$ cat config.mk
export PLATFORM = sky130hd
export DESIGN_NAME = bank_cmd_scheduler
export DESIGN_NICKNAME = d
export VERILOG_FILES = /design/src/rtl/bank_cmd_scheduler.sv
export SDC_FILE = /design/constraint.sdc
export NUM_CORES = 1
export LEC_CHECK = 0
export BUFFER_PORTS_ARGS = -buffer_cell sky130_fd_sc_hd__clkbuf_2
export CELL_PAD_IN_SITES_DETAIL_PLACEMENT = 1
export CELL_PAD_IN_SITES_GLOBAL_PLACEMENT = 2
export CORE_AREA = 2 2 433 435
export CTS_BUF_LIST = sky130_fd_sc_hd__clkbuf_8
export CTS_CLUSTER_SIZE = 10
export DETAILED_ROUTE_END_ITERATION = 16
export DIE_AREA = 0 0 435 437
export PLACE_DENSITY = 0.46
export SETUP_SLACK_MARGIN = 0.5
export SLEW_MARGIN = 40
export SYNTH_ARGS = -nofsm -noshare
export SYNTH_HDL_FRONTEND = slang
export SYNTH_SLANG_ARGS = --single-unit
$ cat constraint.sdc
create_clock -name clk_in -period 4.5 [get_ports clk_in]
set_input_delay 0.9 -clock clk_in [delete_from_list [all_inputs] [get_ports clk_in]]
set_output_delay 0.9 -clock clk_in [all_outputs]
set_load 0.05 [all_outputs]
$ cat src/rtl/bank_cmd_scheduler.sv
// In-order DRAM command scheduler: open-row tracking, PRE/ACT/RD/WR sequencing.
// Optional SCHED_STATS_EN adds saturating hit/miss/conflict request counters.
module bank_cmd_scheduler #(
    parameter int CAS_LATENCY        = 22,
    parameter int ACTIVATION_LATENCY = 8,
    parameter int PRECHARGE_LATENCY  = 5,
    parameter int BANK_GROUPS        = 2,
    parameter int BANKS_PER_GROUP    = 4,
    parameter int ROW_BITS           = 8,
    parameter int COL_BITS           = 4,
    parameter int PADDR_BITS         = 64,
    parameter int BURST_CYCLES       = 8
) (
    input  logic                               clk_in,
    input  logic                               rst_N_in,
    input  logic                               req_valid_in,
    output logic                               req_ready_out,
    input  logic [PADDR_BITS-1:0]              req_addr_in,
    input  logic                               req_write_in,
    input  logic [511:0]                       req_wdata_in,
    output logic                               valid_out,
    output logic [2:0]                         cmd_out,
    output logic [$clog2(BANK_GROUPS)-1:0]     bank_group_out,
    output logic [$clog2(BANKS_PER_GROUP)-1:0] bank_out,
    output logic [ROW_BITS-1:0]                row_out,
    output logic [COL_BITS-1:0]                col_out,
    output logic [511:0]                       val_out
`ifdef SCHED_STATS_EN
    ,
    output logic [31:0]                        hit_count_out,
    output logic [31:0]                        miss_count_out,
    output logic [31:0]                        conflict_count_out
`endif
);

    localparam int BG_W     = $clog2(BANK_GROUPS);
    localparam int BA_W     = $clog2(BANKS_PER_GROUP);
    localparam int BI_W     = BG_W + BA_W;
    localparam int NBANK    = BANK_GROUPS * BANKS_PER_GROUP;
    localparam int BA_LO    = 3 + COL_BITS;
    localparam int BG_LO    = BA_LO + BA_W;
    localparam int ROW_LO   = BG_LO + BG_W;
    localparam int ADDR_TOP = ROW_LO + ROW_BITS;

    // Timers reload with latency-1 so the dependent command lands exactly L cycles later.
    localparam logic [15:0] PRE_LD = 16'(PRECHARGE_LATENCY - 1);
    localparam logic [15:0] ACT_LD = 16'(ACTIVATION_LATENCY - 1);
    localparam logic [15:0] RD_LD  = 16'(CAS_LATENCY + BURST_CYCLES - 1);
    localparam logic [15:0] WR_LD  = 16'(BURST_CYCLES - 1);

    if (CAS_LATENCY + BURST_CYCLES >= 65536 ||
        ACTIVATION_LATENCY + BURST_CYCLES >= 65536 ||
        PRECHARGE_LATENCY + BURST_CYCLES >= 65536 ||
        CAS_LATENCY < 1 || ACTIVATION_LATENCY < 1 ||
        PRECHARGE_LATENCY < 1 || BURST_CYCLES < 1) begin : g_bad_latency
        $error("bank_cmd_scheduler: latency out of range for 16-bit timers");
    end

    typedef enum logic [2:0] {
        CMD_RD  = 3'd0,
        CMD_WR  = 3'd1,
        CMD_ACT = 3'd2,
        CMD_PRE = 3'd3
    } cmd_e;

    typedef enum logic [2:0] {
        S_IDLE,
        S_CHECK,
        S_WAIT_PRE,
        S_WAIT_ACT,
        S_COLUMN
    } state_e;

    state_e              state;
    logic [15:0]         tmr;
    logic [15:0]         bus_tmr;
    logic [NBANK-1:0]    bank_open;
    logic [ROW_BITS-1:0] bank_row [NBANK];

    logic [COL_BITS-1:0] col_q;
    logic [BA_W-1:0]     ba_q;
    logic [BG_W-1:0]     bg_q;
    logic [ROW_BITS-1:0] row_q;
    logic                write_q;

    logic [BI_W-1:0]     bidx;
    logic                row_hit;
    logic                bus_free;
    logic                go;
    cmd_e                nxt_cmd;
    logic                unused_addr;

    assign unused_addr   = ^{req_addr_in[PADDR_BITS-1:ADDR_TOP], req_addr_in[2:0]};
    assign bidx          = {bg_q, ba_q};
    assign bus_free      = (bus_tmr == 16'd0);
    assign req_ready_out = (state == S_IDLE) && rst_N_in;

    // Pick the command this cycle may issue and whether its timing is satisfied.
    always_comb begin
        row_hit = bank_open[bidx] && (bank_row[bidx] == row_q);
        go      = 1'b0;
        nxt_cmd = write_q ? CMD_WR : CMD_RD;
        case (state)
            S_CHECK: begin
                if (row_hit) begin
                    go = bus_free;
                end else if (bank_open[bidx]) begin
                    go      = 1'b1;
                    nxt_cmd = CMD_PRE;
                end else begin
                    go      = 1'b1;
                    nxt_cmd = CMD_ACT;
                end
            end
            S_WAIT_PRE: begin
                go      = (tmr == 16'd0);
                nxt_cmd = CMD_ACT;
            end
            S_WAIT_ACT: go = (tmr == 16'd0) && bus_free;
            S_COLUMN:   go = bus_free;
            default:    go = 1'b0;
        endcase
    end

    // Sequencer FSM: request capture, bank table, timers and registered command strobe.
    always_ff @(posedge clk_in) begin
        if (!rst_N_in) begin
            state          <= S_IDLE;
            tmr            <= 16'd0;
            bus_tmr        <= 16'd0;
            bank_open      <= '0;
            col_q          <= '0;
            ba_q           <= '0;
            bg_q           <= '0;
            row_q          <= '0;
            write_q        <= 1'b0;
            valid_out      <= 1'b0;
            cmd_out        <= 3'd0;
            bank_group_out <= '0;
            bank_out       <= '0;
            row_out        <= '0;
            col_out        <= '0;
            val_out        <= '0;
        end else begin
            valid_out <= 1'b0;
            if (tmr != 16'd0) tmr <= tmr - 16'd1;
            if (bus_tmr != 16'd0) bus_tmr <= bus_tmr - 16'd1;

            if (go) begin
                valid_out      <= 1'b1;
                cmd_out        <= nxt_cmd;
                bank_group_out <= bg_q;
                bank_out       <= ba_q;
                row_out        <= row_q;
                col_out        <= col_q;
                case (nxt_cmd)
                    CMD_PRE: begin
                        bank_open[bidx] <= 1'b0;
                        tmr             <= PRE_LD;
                    end
                    CMD_ACT: begin
                        bank_open[bidx] <= 1'b1;
                        bank_row[bidx]  <= row_q;
                        tmr             <= ACT_LD;
                    end
                    CMD_WR:  bus_tmr <= WR_LD;
                    default: bus_tmr <= RD_LD;
                endcase
            end

            case (state)
                S_IDLE: begin
                    if (req_valid_in) begin
                        col_q   <= req_addr_in[3 +: COL_BITS];
                        ba_q    <= req_addr_in[BA_LO +: BA_W];
                        bg_q    <= req_addr_in[BG_LO +: BG_W];
                        row_q   <= req_addr_in[ROW_LO +: ROW_BITS];
                        write_q <= req_write_in;
                        val_out <= req_wdata_in;
                        state   <= S_CHECK;
                    end
                end
                S_CHECK: begin
                    if (row_hit)
                        state <= go ? S_IDLE : S_COLUMN;
                    else if (bank_open[bidx])
                        state <= S_WAIT_PRE;
                    else
                        state <= S_WAIT_ACT;
                end
                S_WAIT_PRE: if (go) state <= S_WAIT_ACT;
                S_WAIT_ACT: if (tmr == 16'd0) state <= go ? S_IDLE : S_COLUMN;
                S_COLUMN:   if (go) state <= S_IDLE;
                default:    state <= S_IDLE;
            endcase
        end
    end

`ifdef SCHED_STATS_EN
    // Classify each request once, in its CHECK cycle, into saturating counters.
    always_ff @(posedge clk_in) begin
        if (!rst_N_in) begin
            hit_count_out      <= 32'd0;
            miss_count_out     <= 32'd0;
            conflict_count_out <= 32'd0;
        end else if (state == S_CHECK) begin
            if (row_hit) begin
                if (hit_count_out != 32'hFFFF_FFFF)
                    hit_count_out <= hit_count_out + 32'd1;
            end else if (bank_open[bidx]) begin
                if (conflict_count_out != 32'hFFFF_FFFF)
                    conflict_count_out <= conflict_count_out + 32'd1;
            end else begin
                if (miss_count_out != 32'hFFFF_FFFF)
                    miss_count_out <= miss_count_out + 32'd1;
            end
        end
    end
`endif

endmodule

==> summary by stage <==
Power and ir drop
The largest voltage drop on the vdd net is around 0.19 mV. The internal power consumption is around 12 mW. The clock network fraction of total power is about a third. Summed over all cells, the static leakage comes to 14.79 nW. Of the total power, the share spent switching nets is 41.19%.

The total power density per cell area is around 570 mW/mm^2. The sequential power share is between 30% and 40%. The share of total power dissipated in combinational logic is 31.5%. The switching power of the nets is 8.155 mW.

Job
Across the run, the number of max-cap violations was 0.

Global routing
The wire length of the first global-routing pass is 192800 um. Summed over all layers, the global routing overflow is 0. In the global route stage, overall resource usage came out at about 14%. The number of antenna violations at the first check in global routing came to 44. The number of global-route vias before repair was 24470. Entering global routing, the biggest net connects 142 pins.

Cells and area
The sequential cells in the finished layout cover a total of 0.01377 mm^2. Counting the fill cells in the layout gives around 22000. In the final layout, the multi-input gates occupy roughly 0.0090 mm^2. For this run, the post-layout net count is ~4400. Cells with a size suffix above 1 make up 34.25% of the layout. The area growth from synthesis to layout is 47.05%.

Logic synthesis
Synthesis produced a netlist whose cell count is around 2800. Of the synthesized area, sequential elements account for 58.42%. Yosys mapped the design onto 62 distinct sky130hd cell types. The synthesized netlist occupies a cell area of 0.02358 mm^2. The fraction of registers with async set/reset is 0%. Synthesis inferred 656 register bits.

The count of flip-flops with a built-in enable after synthesis is 64. During synthesis, Yosys emitted a total of 0 warnings. The per-instance average area after synthesis is 8.490 um^2. In the synthesized netlist the dominant register cell turns out to be sky130_fd_sc_hd__dfxtp_1. The net count after synthesis is approximately 3400.

Floorplanning
The die area is 0.1901 mm^2. The die is ~440 um tall. The core area is about 0.19 mm^2. The die is 435 um wide. For this configuration, the core starts out at a cell density of 12.74%. The total I/O pin count is 1112. After floorplanning, the core was divided into 158 placement rows.

STA
The final critical path takes up 77.61% of the cycle. The worst pin sits at a relative slew slack of 35.83%. The final-report max-slew violation count is 0. The clock skew after layout is about 45 ps. The final worst hold slack is 268.5 ps.

Summed over all failing endpoints, the final setup total negative slack is 0 ps. For the pin with the worst max-slew slack, the measured transition is roughly 960 ps. The number of failing hold endpoints at the final stage came to 0. Setup violations remaining at the end of the flow were counted as 0. Setup repair after global routing left no endpoint under its margin. Timing would allow up to 0.2863 GHz.

The minimum clock period after layout is 3492 ps.

Critical path
Along the worst path, the maximum fanout reaches 17. The startpoint type of the worst setup path is a flip-flop. In this design, the stage delay of the slowest critical-path cell is between 600 and 700 ps. The worst setup path is of the reg -> reg kind.

The worst setup path is captured at a flip-flop. At the worst endpoint, the required time is 5020 ps. The slowest stage cell on the critical path is sky130_fd_sc_hd__mux4_1.

The critical path goes through mux4_1, mux2i_1, xor2_1, nand4_2, o311ai_2, nand3_2, buf_4, nor4_1, buf_4. The cell repeated most along the worst path is sky130_fd_sc_hd__buf_4. STA puts the critical path data arrival time at 4010 ps.

Clock network
The number of buffers inserted by post-CTS setup repair is 0. The clock insertion delay at the later pin of the skew report is roughly 860 ps. For this design, the CTS-stage hold fixing added 0 buffers. After clock tree synthesis, the clock-pin slew on the worst setup and hold paths is 60 ps. The clock drives ~660 sinks. The maximum count of clock buffers along a single path is 3. The TritonCTS clock tree is built. The total CTS buffers is 142. In this run the clock root is driven by a sky130_fd_sc_hd__clkbuf_8. The H-tree depth reported by CTS is 4. The number of resized instances in the post-cts repair step is 0.

Route
For this run, design rule violations remaining after detail routing come to 0. The count of TritonRoute iterations in the first routing pass is 5. For this block, the routed nets add up to between 100000 and 150000 um of wire. The count of routing violations after the opening detailed-route iteration is just under 900. The per-cell routed wire length is 21.69 um.

The detail route stage leaves a number of antenna-violating nets equal to 0. In the routed layout, each cell is associated on average with a via count of 3.632. The total vias in the final route is 23410.

Placed design
The placed wire-length estimate after detailed placement is 107100 um. Routability-driven placement finished with a final weighted congestion of 0.8071. In this run the tool buffered the top-level ports with 1061 buffer cells.

Run status
The run finished with clean final reports.

Hold path
The tightest min-delay check is of the in -> reg type.
-- path summary, 6_finish.rpt --
check	from	endpoint	slack, ps	cells past startpoint
setup / recovery	flip-flop	bank_row[0][7]	1010	9
hold / removal	req_wdata_in[192]	val_out[192]	270	3
hold reg to reg	val_out[238]	val_out[238]	450	2
setup reg to reg	flip-flop	bank_row[0][7]	1010	9
-- kinds of logic after synthesis --
logic type / Yosys count / synth area share [%]
mux: 45 / 2.584
other cells: 1 / 0.01590
fa+ha+maj: 2 / 0.1061
buf+inv: 212 / 3.566
compound gates: 622 / 13.99
flops: 656 / 58.42
xor+xnor: 27 / 1.003
simple gates: 1212 / 20.32
-- Yosys cell counts (all sizes together) (3+ instances only) --
library cell  number  area [um^2]
a211oi             4        30.03
a21oi            560         2806
a22oi              4        30.03
a311oi             3        26.28
a31oi              3        18.77
and2               4        25.03
and3               3        18.77
and4               3        26.28
buf               16        103.8
clkbuf           189        710.7
dfxtp            592        11850
edfxtp            64         1922
inv                7        26.28
mux2i             32        320.3
mux4              12        277.8
nand2           1081         4058
nand2b             6        37.54
nand3             20        110.1
nand4              3        25.02
nor2              47        176.4
nor2b              8        50.05
nor3              15        91.34
nor4              10        77.57
o211ai             7        77.57
o21a               3        22.52
o21ai             24        120.1
or3                7        48.80
xnor2             17        148.9
xor2              10        87.58
-- power groups by stage --
stage	Clock, mW	Sequential (mW)	Combinational [mW]
floorplan	0	9.06	2.26
CTS	6.86	7.13	6.40
detailed placement	0	7.25	6.38
finish	6.45	7.12	6.23
global route	7.12	7.23	6.78
global placement	0	7.23	6.38
-- layer usage --
| metal | routed length, um | track usage (%) | part of all wire (%) | up-vias |
|---|---|---|---|---|
| li1 | - | - | - | 11310 |
| met3 | 11640 | 6.186 | 8.3 | 192 |
| met1 | 52620 | 15.17 | 38 | 11240 |
| met4 | 3335 | 5.550 | 2.4 | 12 |
| met2 | 72110 | 24.82 | 52 | 653 |
| met5 | 73 | 0 | 0.052 | - |
-- critical path, delay by kind of cell, from the launching register on --
| family | cells | cell delay (ps) |
|---|---|---|
| multiplexers | 2 | 830 |
| AND/OR/NAND/NOR | 3 | 660 |
| flip-flops | 1 | 640 |
| buffers and inverters | 2 | 470 |
| AO/OA/AOI/OAI | 1 | 340 |
| XOR/XNOR | 1 | 220 |
-- registers in the layout, indices dropped and copies added, names as in the netlist, named ones only --
name,count
bank_row,64
cmd_out,2
write_q,1
bank_group_out,1
tmr,16
val_out,512
row_out,8
state,3
row_q,8
col_q,4
bus_tmr,16
valid_out,1
col_out,4
bank_out,2
ba_q,2
bg_q,1
-- layout by cell type (no fill, tap or decap), types with 8 or more instances in the layout --
cell | netlist | final
sky130_fd_sc_hd__a21oi_1 | 559 | 558
sky130_fd_sc_hd__buf_12 | 0 | 18
sky130_fd_sc_hd__buf_4 | 6 | 42
sky130_fd_sc_hd__clkbuf_2 | 1 | 1061
sky130_fd_sc_hd__clkbuf_8 | 0 | 163
sky130_fd_sc_hd__clkinv_2 | 0 | 10
sky130_fd_sc_hd__dfxtp_1 | 592 | 592
sky130_fd_sc_hd__diode_2 | 0 | 25
sky130_fd_sc_hd__edfxtp_1 | 64 | 64
sky130_fd_sc_hd__inv_1 | 7 | 62
sky130_fd_sc_hd__mux2i_1 | 32 | 32
sky130_fd_sc_hd__mux4_2 | 10 | 10
sky130_fd_sc_hd__nand2_1 | 1081 | 1081
sky130_fd_sc_hd__nand3_1 | 18 | 18
sky130_fd_sc_hd__nor2_1 | 47 | 47
sky130_fd_sc_hd__nor3_1 | 13 | 12
sky130_fd_sc_hd__nor4_1 | 9 | 8
sky130_fd_sc_hd__o21ai_0 | 22 | 22
sky130_fd_sc_hd__xnor2_1 | 17 | 17
sky130_fd_sc_hd__xor2_1 | 10 | 10
-- per-stage QoR --
step	area (um^2)	setup slack [ps]	power, mW	cells	util (%)
2_1_floorplan	23580	1019	11.32	2777	-
3_3_place_gp	31870	563.5	13.61	6173	17.22
3_5_place_dp	31890	926.4	13.63	6174	17.24
4_1_cts	34610	916.5	20.39	6419	18.70
5_1_grt	34660	709.6	21.13	6441	18.73
6_report	34670	1008	19.80	6444	18.74
-- layout make-up --
type	count	share of cell area, %
Multi-Input combinational cell	1909	25.92
Inverter	7	0.09743
Sequential cell	656	39.72
Clock inverter	82	1.364
Antenna cell	25	0.1804
Timing Repair Buffer	1122	17.30
Clock buffer	163	6.470
Tap cell	2480	8.950
Note: power is estimated with default switching activity, not from simulation.
